$ cat src/rtl/out_port_uart_tx_pkg.sv
// Shared definitions for the output-port UART transmitter: FSM encoding,
// 8N1 frame constants and the default bit period.
package out_port_uart_tx_pkg;

  typedef enum logic [1:0] {
    IDLE  = 2'd0,
    START = 2'd1,
    DATA  = 2'd2,
    STOP  = 2'd3
  } uart_state_e;

  localparam logic START_BIT = 1'b0;
  localparam logic STOP_BIT  = 1'b1;
  localparam int   DATA_BITS = 8;

  // 50 MHz system clock, 115200 baud
  localparam int DEFAULT_CLKS_PER_BIT = 434;

  function automatic int clog2_min1(input int n);
    return (n > 1) ? $clog2(n) : 1;
  endfunction

endpackage

$ cat src/rtl/out_port_uart_tx_if.sv
// CPU output-port side of the UART transmitter: load strobe and register
// contents in, serial line and queue status out.
interface out_port_uart_tx_if #(
  parameter int DATA_WIDTH = 32,
  parameter int FIFO_AW    = 2
);
  logic                  out_wr;
  logic [DATA_WIDTH-1:0] out_data;
  logic                  txd;
  logic                  busy;
  logic                  fifo_full;
  logic [FIFO_AW:0]      fifo_count;
  logic                  overflow;

  modport master (
    output out_wr, out_data,
    input  txd, busy, fifo_full, fifo_count, overflow
  );

  modport slave (
    input  out_wr, out_data,
    output txd, busy, fifo_full, fifo_count, overflow
  );
endinterface

$ cat src/rtl/out_port_fifo.sv
// Single-clock word FIFO; a push into a full FIFO is accepted only when a
// pop happens on the same edge.
module out_port_fifo #(
  parameter int DW    = 32,
  parameter int DEPTH = 4,
  parameter int AW    = 2
) (
  input  logic          clock,
  input  logic          clear,
  input  logic          push,
  input  logic          pop,
  input  logic [DW-1:0] din,
  output logic [DW-1:0] dout,
  output logic          full,
  output logic          empty,
  output logic [AW:0]   count
);

  localparam logic [AW:0] FULL_CNT = (AW+1)'(DEPTH);

  logic [DW-1:0] mem_q [DEPTH];
  logic [AW-1:0] wr_ptr_q, rd_ptr_q;
  logic [AW:0]   count_q;
  logic          do_push, do_pop;

  assign empty   = (count_q == '0);
  assign full    = (count_q == FULL_CNT);
  assign count   = count_q;
  assign dout    = mem_q[rd_ptr_q];
  assign do_pop  = pop && !empty;
  assign do_push = push && (!full || do_pop);

  // Storage carries no reset; only the pointers and count define contents.
  always_ff @(posedge clock) begin
    if (do_push) mem_q[wr_ptr_q] <= din;
  end

  always_ff @(posedge clock or negedge clear) begin
    if (!clear) begin
      wr_ptr_q <= '0;
      rd_ptr_q <= '0;
      count_q  <= '0;
    end else begin
      if (do_push) wr_ptr_q <= wr_ptr_q + 1'b1;
      if (do_pop)  rd_ptr_q <= rd_ptr_q + 1'b1;
      if (do_push && !do_pop)      count_q <= count_q + 1'b1;
      else if (do_pop && !do_push) count_q <= count_q - 1'b1;
    end
  end

endmodule

$ cat src/rtl/out_port_uart_tx.sv
// Captures each word loaded into the CPU output-port register and sends it
// as BYTES_PER_WORD 8N1 frames, LSB byte first, on a registered txd.
module out_port_uart_tx
  import out_port_uart_tx_pkg::*;
#(
  parameter int DATA_WIDTH     = 32,
  parameter int BYTES_PER_WORD = 4,
  parameter int CLKS_PER_BIT   = DEFAULT_CLKS_PER_BIT,
  parameter int FIFO_DEPTH     = 4,
  parameter int FIFO_AW        = 2
) (
  input logic               clock,
  input logic               clear,
  out_port_uart_tx_if.slave bus
);

  localparam int BAUD_W = clog2_min1(CLKS_PER_BIT);
  localparam int BYTE_W = clog2_min1(BYTES_PER_WORD);
  localparam int BIT_W  = $clog2(DATA_BITS);

  localparam logic [BAUD_W-1:0] BAUD_MAX  = BAUD_W'(CLKS_PER_BIT - 1);
  localparam logic [BYTE_W-1:0] BYTE_LAST = BYTE_W'(BYTES_PER_WORD - 1);
  localparam logic [BIT_W-1:0]  BIT_LAST  = BIT_W'(DATA_BITS - 1);

  uart_state_e           state_q, state_d;
  logic [DATA_WIDTH-1:0] shift_q, shift_d, fifo_dout;
  logic [BYTE_W-1:0]     byte_q, byte_d;
  logic [BIT_W-1:0]      bit_q, bit_d;
  logic [BAUD_W-1:0]     baud_q, baud_d;
  logic                  txd_q, txd_d;
  logic                  wr_d_q, ovf_q;
  logic                  pop, baud_wrap;
  logic                  fifo_full, fifo_empty;
  logic [FIFO_AW:0]      fifo_count;

  // The output-port register shows the new word only after its load edge,
  // so the push happens one cycle after out_wr is sampled.
  out_port_fifo #(
    .DW    (DATA_WIDTH),
    .DEPTH (FIFO_DEPTH),
    .AW    (FIFO_AW)
  ) u_fifo (
    .clock (clock),
    .clear (clear),
    .push  (wr_d_q),
    .pop   (pop),
    .din   (bus.out_data),
    .dout  (fifo_dout),
    .full  (fifo_full),
    .empty (fifo_empty),
    .count (fifo_count)
  );

  assign baud_wrap = (baud_q == BAUD_MAX);

  always_comb begin
    state_d = state_q;
    shift_d = shift_q;
    byte_d  = byte_q;
    bit_d   = bit_q;
    baud_d  = baud_wrap ? '0 : baud_q + 1'b1;
    pop     = 1'b0;
    txd_d   = STOP_BIT;
    case (state_q)
      IDLE: begin
        baud_d = '0;
        if (!fifo_empty) begin
          pop     = 1'b1;
          shift_d = fifo_dout;
          byte_d  = '0;
          bit_d   = '0;
          state_d = START;
        end
      end
      START: if (baud_wrap) state_d = DATA;
      DATA: if (baud_wrap) begin
        if (bit_q == BIT_LAST) begin
          bit_d   = '0;
          state_d = STOP;
        end else begin
          bit_d = bit_q + 1'b1;
        end
      end
      STOP: if (baud_wrap) begin
        if (byte_q == BYTE_LAST) begin
          state_d = IDLE;
        end else begin
          byte_d  = byte_q + 1'b1;
          state_d = START;
        end
      end
      default: state_d = IDLE;
    endcase
    // Line level is decoded from the next state so txd leaves a flop.
    case (state_d)
      START:   txd_d = START_BIT;
      DATA:    txd_d = shift_d[{byte_d, bit_d}];
      default: txd_d = STOP_BIT;
    endcase
  end

  always_ff @(posedge clock or negedge clear) begin
    if (!clear) begin
      state_q <= IDLE;
      shift_q <= '0;
      byte_q  <= '0;
      bit_q   <= '0;
      baud_q  <= '0;
      txd_q   <= 1'b1;
      wr_d_q  <= 1'b0;
      ovf_q   <= 1'b0;
    end else begin
      state_q <= state_d;
      shift_q <= shift_d;
      byte_q  <= byte_d;
      bit_q   <= bit_d;
      baud_q  <= baud_d;
      txd_q   <= txd_d;
      wr_d_q  <= bus.out_wr;
      if (wr_d_q && fifo_full && !pop) ovf_q <= 1'b1;
    end
  end

  assign bus.txd        = txd_q;
  assign bus.busy       = !fifo_empty || (state_q != IDLE);
  assign bus.fifo_full  = fifo_full;
  assign bus.fifo_count = fifo_count;
  assign bus.overflow   = ovf_q;

endmodule

$ cat src/flat_wrapper.sv
// flat-port wrapper written by rule: the top's interface ports become plain ports
module out_port_uart_tx_flat import out_port_uart_tx_pkg::*;
#(
  parameter int DATA_WIDTH     = 32,
  parameter int BYTES_PER_WORD = 4,
  parameter int CLKS_PER_BIT   = DEFAULT_CLKS_PER_BIT,
  parameter int FIFO_DEPTH     = 4,
  parameter int FIFO_AW        = 2
)
  (clock, clear, bus_out_wr, bus_out_data, bus_txd, bus_busy, bus_fifo_full, bus_fifo_count, bus_overflow);
  out_port_uart_tx_if #(.DATA_WIDTH(DATA_WIDTH), .FIFO_AW(FIFO_AW)) bus_i ();
  input logic clock;
  input logic clear;
  input wire logic [$bits(bus_i.out_wr)-1:0] bus_out_wr;
  input wire logic [$bits(bus_i.out_data)-1:0] bus_out_data;
  output wire logic [$bits(bus_i.txd)-1:0] bus_txd;
  output wire logic [$bits(bus_i.busy)-1:0] bus_busy;
  output wire logic [$bits(bus_i.fifo_full)-1:0] bus_fifo_full;
  output wire logic [$bits(bus_i.fifo_count)-1:0] bus_fifo_count;
  output wire logic [$bits(bus_i.overflow)-1:0] bus_overflow;
  assign bus_i.out_wr = bus_out_wr;
  assign bus_i.out_data = bus_out_data;
  assign bus_txd = bus_i.txd;
  assign bus_busy = bus_i.busy;
  assign bus_fifo_full = bus_i.fifo_full;
  assign bus_fifo_count = bus_i.fifo_count;
  assign bus_overflow = bus_i.overflow;
  out_port_uart_tx #(.DATA_WIDTH(DATA_WIDTH), .BYTES_PER_WORD(BYTES_PER_WORD), .CLKS_PER_BIT(CLKS_PER_BIT), .FIFO_DEPTH(FIFO_DEPTH), .FIFO_AW(FIFO_AW)) u_core (.clock(clock), .clear(clear), .bus(bus_i));
endmodule
$ cat config.mk
export PLATFORM = sky130hd
export DESIGN_NAME = out_port_uart_tx_flat
export DESIGN_NICKNAME = d
export VERILOG_FILES = /design/src/rtl/out_port_uart_tx_pkg.sv /design/src/rtl/out_port_uart_tx_if.sv /design/src/rtl/out_port_fifo.sv /design/src/rtl/out_port_uart_tx.sv /design/src/flat_wrapper.sv
export SDC_FILE = /design/constraint.sdc
export NUM_CORES = 1
export LEC_CHECK = 0
export CORE_MARGIN = 2
export CORE_UTILIZATION = 45
export CTS_BUF_LIST = sky130_fd_sc_hd__clkbuf_2 sky130_fd_sc_hd__clkbuf_4 sky130_fd_sc_hd__clkbuf_8
export DETAILED_ROUTE_END_ITERATION = 16
export SYNTH_ARGS = -nofsm -noshare
export SYNTH_HDL_FRONTEND = slang
export SYNTH_HIERARCHICAL = 1
export SYNTH_SLANG_ARGS = --single-unit
$ cat constraint.sdc
create_clock -name clock -period 3.51 [get_ports clock]
set_input_delay 0.351 -clock clock [delete_from_list [all_inputs] [get_ports clock]]
set_output_delay 0.351 -clock clock [all_outputs]
set_load 0.01 [all_outputs]
### After elaboration in Yosys (flattened, before gate mapping)

Memories as Yosys holds them, arrays and structs flattened.
Index checks and enable logic that the tools add are counted.

| cells by class | value |
|---|---|
| magnitude comparators | 1 |
| eq/ne operators | 9 |
| multiplexer cells | 28 |
| add/sub/neg operators | 7 |
| reduce and logical (&&, ||, !) cells | 17 |

Operators with widths:

| cell | number |
|---|---|
| 32-bit two-way mux | 2 |
| 9-bit two-way mux | 2 |
| 2-bit two-way mux | 8 |
| 3-bit two-way mux | 5 |
| 9-bit by 1-bit adder with 9-bit output, second input constant | 1 |
| 9-bit equality test, second input constant | 1 |
| 2-bit equality test, second input constant | 4 |
| 2-bit one-hot mux with 4 select lines | 1 |
| 2-bit by 1-bit adder with 2-bit output, second input constant | 3 |
| 3-bit by 1-bit adder with 3-bit output, second input constant | 2 |
| 3-bit equality test, second input constant | 2 |
| 1-bit logical AND | 6 |
| 5-bit by 6-bit less-than comparator with 1-bit output, second input constant | 1 |
| 1-bit two-way mux | 6 |
| 3-bit one-hot mux with 2 select lines | 1 |
| 1-bit binary-select mux with 5-bit select | 1 |
| 1-bit zero test | 5 |
| 2-bit by 1-bit equality test with 1-bit output, second input constant | 2 |
| 2-bit one-hot mux with 2 select lines | 1 |
| 2-bit nonzero test | 2 |
| 3-bit zero test | 1 |
| 3-bit by 1-bit subtractor with 3-bit output, second input constant | 1 |
| 2-bit zero test | 1 |
| 1-bit logical OR | 2 |
| 1-bit one-hot mux with 2 select lines | 1 |

| word-level totals | value |
|---|---|
| word-level logic and storage cells | 74 |
| memories kept | 1 |
| register bits | 58 |
| output and inout port bits | 7 |
| RAM bits | 128 |

Memory list:

| name | words | bits a word | read ports | clocked after memory_dff | write ports | line | text |
|---|---|---|---|---|---|---|---|
| u_core.u_fifo.mem_q | 4 | 32 | 1 | 0 | 1 | out_port_fifo.sv:21 | `logic [DW-1:0] mem_q [DEPTH];` |

### Longest topological paths before layout

| logic depth | value |
|---|---|
| depth after elaboration | 10 |
| gate-level depth with buffers | 16 |
| gate-level depth less buffers | 12 |

### Cells and area by module

The synthesis kept the hierarchy.

By module, submodules not included:

| module | instances | area an instance (µm²) | cells each | sequential area each (µm²) |
|---|---|---|---|---|
| out_port_fifo | 1 | 5094.9 | 203 | 4018.9 |
| out_port_uart_tx | 1 | 2600.0 | 288 | 1277.5 |

### Least setup slack after synthesis

OpenSTA, ideal clock, no wires.

| timing | value |
|---|---|
| path kind | register to register |
| start | reg u_core.state_q[0] |
| end | mem u_core.u_fifo.mem_q[0][0], enable pin |
| setup slack | 0.515 ns |
| buffers on the path | 4 |
| library setup time | 0.392 ns |
| period minus slack after synthesis | 2.995 ns |
| data arrival time | 2.603 ns |
| stages on the path, launching flop included | 12 |
| cell sequence | dfrtp_1 inv_1 ha_1 buf_2 nand2b_1 buf_2 inv_2 buf_2 buf_2 inv_1 a21boi_2 and2_1 |

| on the way | value |
|---|---|
| longest elaborated chain between the ends | 7 |

Ends and longest elaborated chain:

| element | line | text |
|---|---|---|
| start: declaration | out_port_uart_tx.sv:25 | `uart_state_e state_q, state_d;` |
| start signal: assignment | out_port_uart_tx.sv:113 | `state_q <= state_d;` |
| 2-bit zero test | out_port_uart_tx.sv:64 | `case (state_q)` |
| 1-bit two-way mux | out_port_uart_tx.sv:64 |  |
| net u_core.pop | out_port_uart_tx.sv:32 | `logic pop, baud_wrap;` |
| 1-bit logical AND | out_port_fifo.sv:30 | `assign do_pop = pop && !empty;` |
| 1-bit logical OR | out_port_fifo.sv:31 | `assign do_push = push && (!full \|\| do_pop);` |
| 1-bit logical AND | out_port_fifo.sv:31 |  |
| net u_core.u_fifo.do_push | out_port_fifo.sv:24 | `logic do_push, do_pop;` |
| 1-bit two-way mux | out_port_fifo.sv:35 | `if (do_push) mem_q[wr_ptr_q] <= din;` |
| 1-bit two-way mux (implied by the code) | out_port_fifo.sv:35 |  |
| end: declaration | out_port_fifo.sv:21 |  |

The timed path passes the listed nets, and every way through them passes these cells.

### Worst setup path after layout

| timing | value |
|---|---|
| start | reg u_core.state_q[0] |
| end | reg u_core.txd_q, in the netlist u_core/bus.txd |

| on the way | value |
|---|---|
| longest elaborated chain between the ends | 5 |
| elaborated cells on any way between the ends | 18 |

Ends and longest elaborated chain:

| element | line | text |
|---|---|---|
| 2-bit equality test or 2-bit zero test (tied branches) | out_port_uart_tx.sv:64 |  |
| 3-bit one-hot mux with 2 select lines (*) | out_port_uart_tx.sv:64 |  |
| net u_core.bit_d[0] | out_port_uart_tx.sv:28 | `logic [BIT_W-1:0] bit_q, bit_d;` |
| 1-bit binary-select mux with 5-bit select (*) | out_port_uart_tx.sv:97 | `DATA: txd_d = shift_d[{byte_d, bit_d}];` |
| 1-bit two-way mux (implied by the code) (*) | out_port_uart_tx.sv:97 |  |
| 1-bit one-hot mux with 2 select lines (*) | out_port_uart_tx.sv:95 | `case (state_d)` |
| net u_core.txd_d | out_port_uart_tx.sv:30 | `logic txd_q, txd_d;` |
| end signal: assignment | out_port_uart_tx.sv:118 | `txd_q <= txd_d;` |
| end: declaration | out_port_uart_tx.sv:30 |  |

Mark *: on every way through the listed nets, which the timed path passes. The rest lies on a longest branch. The select of a mux whose other input is x is not followed.
A chain may end at the register's enable or synchronous reset.

==> reports/metrics.yaml <==
route:
  drt-initial-drc-count: 172
  ant_nets: 0
  via_per_inst: 5.19
  drtPass1Iterations: 4
  vias: 4025
  drc: 0
  routed_wl_um: 13500
  routedWlPerCell_um: 17.4
layout:
  finalNonFillerCells: 775
  syn_to_final_growth_pct: 13.1
  post-route-cell-area_um2: 8710
  num-nets-final: 591
  layout-drive-gt1-share_pct: 14.6
  antenna_cells: 0
clock_tree:
  cts_made_buffers: 17
  cts_hold_buf: 1
  clock_latency_ns: 0.45
  cts_resized: 0
  cts_tree: "done"
  clk_pin_slew_worst_paths_ns: 0.09
  ctsHtreeMaxLevel: 4
  post_cts_buffers: 0
  clock_path_buffers: 2
  cts_root_buf: "clkbuf_8"
  cts_sinks: 186
synth:
  syn_avg_cell_area_um2: 15.7
  synthDominantCellAreaShare_pct: 50.0
  synth_nets: 540
  postSynthCellCount: 491
  synth.area.top_cells: "edfxtp_1 (50%), dfrtp_1 (19%), mux4_2 (8.2%), nand2_1 (5.1%), ha_1 (2.1%)"
  syn-cell-area_um2: 7690
  synth_ff_type: "edfxtp_1"
  synthArstFlopShare_pct: 31.2
  synth_seq_cells: 186
  ys_warn_count: 6
  synth_edf_count: 128
  yosysTopAreaCell: "edfxtp_1"
  netlist-cell-type-count: 59
  yosysSeqAreaShare_pct: 68.8
floorplanning:
  num_rows: 47
  core_um2: 16600
  initial_core_util_pct: 46.2
  dieArea_um2: 18200
  die_x_um: 135
  die_h_um: 135
  ioPinCount: 42
place:
  dpl.hpwl_um: 8620
  place_inst: 742
  numPortBuffers: 41
  globalplace.congestion: 0.823
  placed_cell_area_um2: 8310
  pre_cts_ws_ns: 0.491
sta:
  setup_viol: 0
  clock_skew_ns: 0.0113
  max_freq_mhz: 328
  hold_violations: 0
  maxSlewHeadroom_pct: 44.1
  worst_pin_slew_ns: 0.838
  grt_setup_unrepaired: "false"
  period_needed_ns: 3.05
  setup_tns_ns: 0
  slew_viol_final: 0
  setup_slack_ns: 0.460
  finalCritPeriodShare_pct: 86.9
  hold_slack_ns: 0.342
pwr:
  vdd_drop_max_v: 0.000319
  p_per_area_nw_per_um2: 781
  p_leak_nw: 3.28
run_status:
  outcome: "completed"
setup_path:
  crit_path_end_kind: "flop"
  crit_fanout: 17
  slowest_delay_ns: 0.43
  cp-start-kind: "flop"
  crit_slowest_cell: "dfrtp_1"
  critPathTopFamily: "compound AO/OA/AOI/OAI gates"
  worst-endpoint-arrival_ns: 3.43
  required_ns: 3.89
  path_class: "flop to flop"
  cp_num_buf_inv: 3
  cp_cell_sequence: "inv_1 > ha_1 > nand2b_1 > buf_4 > nand3_1 > and3_1 > clkinv_1 > mux2i_1 > o221ai_1 > o21ai_0 > o31ai_1 > a2bb2oi_1"
grt:
  grt_pass1_wl_um: 22000
  grt_max_degree: 34
  global_route.overflow_total: 0
  first_global_vias: 4273
  grtUsageTotal_pct: 16.2
  antenna_found_initial: 0
hold_path:
  hp-class: "input pin to flop"
flow_run:
  drv_cap: 0
## kinds of logic after synthesis
family	share of synthesized area [%]
and+or+nand+nor	9.38
adders and majority gates	2.37
xor gates and xnor gates	1.37
muxes	11.8
DFF	68.8
AOI/OAI and AO/OA	3.30
buffers and inverters	2.94
## sequential cells by signal, summed over array words and instances, names as in the netlist
register,cells
u_core/baud_q,9
u_core/bit_q,3
u_core/bus.overflow,1
u_core/bus.txd,1
u_core/byte_q,2
u_core/shift_q,32
u_core/state_q,2
u_core/u_fifo/count,3
u_core/u_fifo/mem_q,128
u_core/u_fifo/rd_ptr_q,2
u_core/u_fifo/wr_ptr_q,2
u_core/wr_d_q,1
## synth_stat cells, types with 6 or more instances
library cell / number
a21oi_1: 6
buf_2: 7
dfrtp_1: 57
edfxtp_1: 128
ha_1: 13
inv_1: 11
mux2i_1: 15
mux4_2: 28
nand2_1: 104
nand3_1: 6
nor2_1: 18
o21ai_0: 8
xnor2_1: 7
## cell usage in the layout (no fill, tap or decap), drive strengths merged, types with 5 or more instances in the layout
| cell type | netlist | routed |
|---|---|---|
| edfxtp | 128 | 128 |
| nand2 | 105 | 105 |
| dfrtp | 57 | 57 |
| clkdlybuf4s50 | 0 | 40 |
| mux4 | 32 | 32 |
| nor2 | 18 | 18 |
| clkbuf | 5 | 18 |
| mux2i | 15 | 15 |
| inv | 12 | 15 |
| buf | 18 | 14 |
| ha | 13 | 13 |
| o21ai | 8 | 8 |
| xnor2 | 7 | 7 |
| a21oi | 6 | 6 |
| nand3 | 6 | 6 |
| clkinv | 1 | 6 |
| xor2 | 5 | 5 |
## where the power goes
part           internal, mW  leakage, nW  switching [mW]  total [mW]
registers              2.96         1.90           0.195        3.15
clock network         0.641        0.182           0.732        1.37
logic                 0.987         1.20            1.29        2.27
total                  4.59         3.28            2.22        6.80
## final cells by class
class / instances / area, um2
Fill cell: 1383 / 7940
Sequential cell: 186 / 5300
Multi-Input combinational cell: 269 / 2170
Timing Repair Buffer: 55 / 526
Tap cell: 220 / 275
Clock buffer: 18 / 241
Clock inverter: 14 / 145
Inverter: 13 / 48.8
## final timing paths
check	slack, ns	from	depth (start not counted)	end
setup / recovery	0.46	u_core/state_q[0]	12	u_core/bus.txd
hold / removal	0.34	bus_out_wr	1	u_core/wr_d_q
setup reg to reg	0.46	u_core/state_q[0]	12	u_core/bus.txd
hold reg to reg	0.47	u_core/shift_q[22]	2	u_core/shift_q[22]
max in group asynchronous	2.16	clear	3	u_core/shift_q[15]
min in group asynchronous	0.51	clear	2	u_core/u_fifo/wr_ptr_q[1]
## metrics by stage
stage | util, % | power, mW
floorplan | - | 4.86
global placement | 49.9 | 5.49
detailed placement | 49.9 | 5.53
CTS | 52.3 | 6.92
global route | 52.3 | 7.25
finish | 52.3 | 6.80
## metal layers
layer,wire length [um],vias up,global-route usage (%)
met1,6100,2029,21.5
li1,-,1908,-
met4,270,0,5.67
met5,0,-,0
met3,474,18,3.94
met2,6620,70,26.3
No activity file was read; power rests on OpenSTA's default activity.
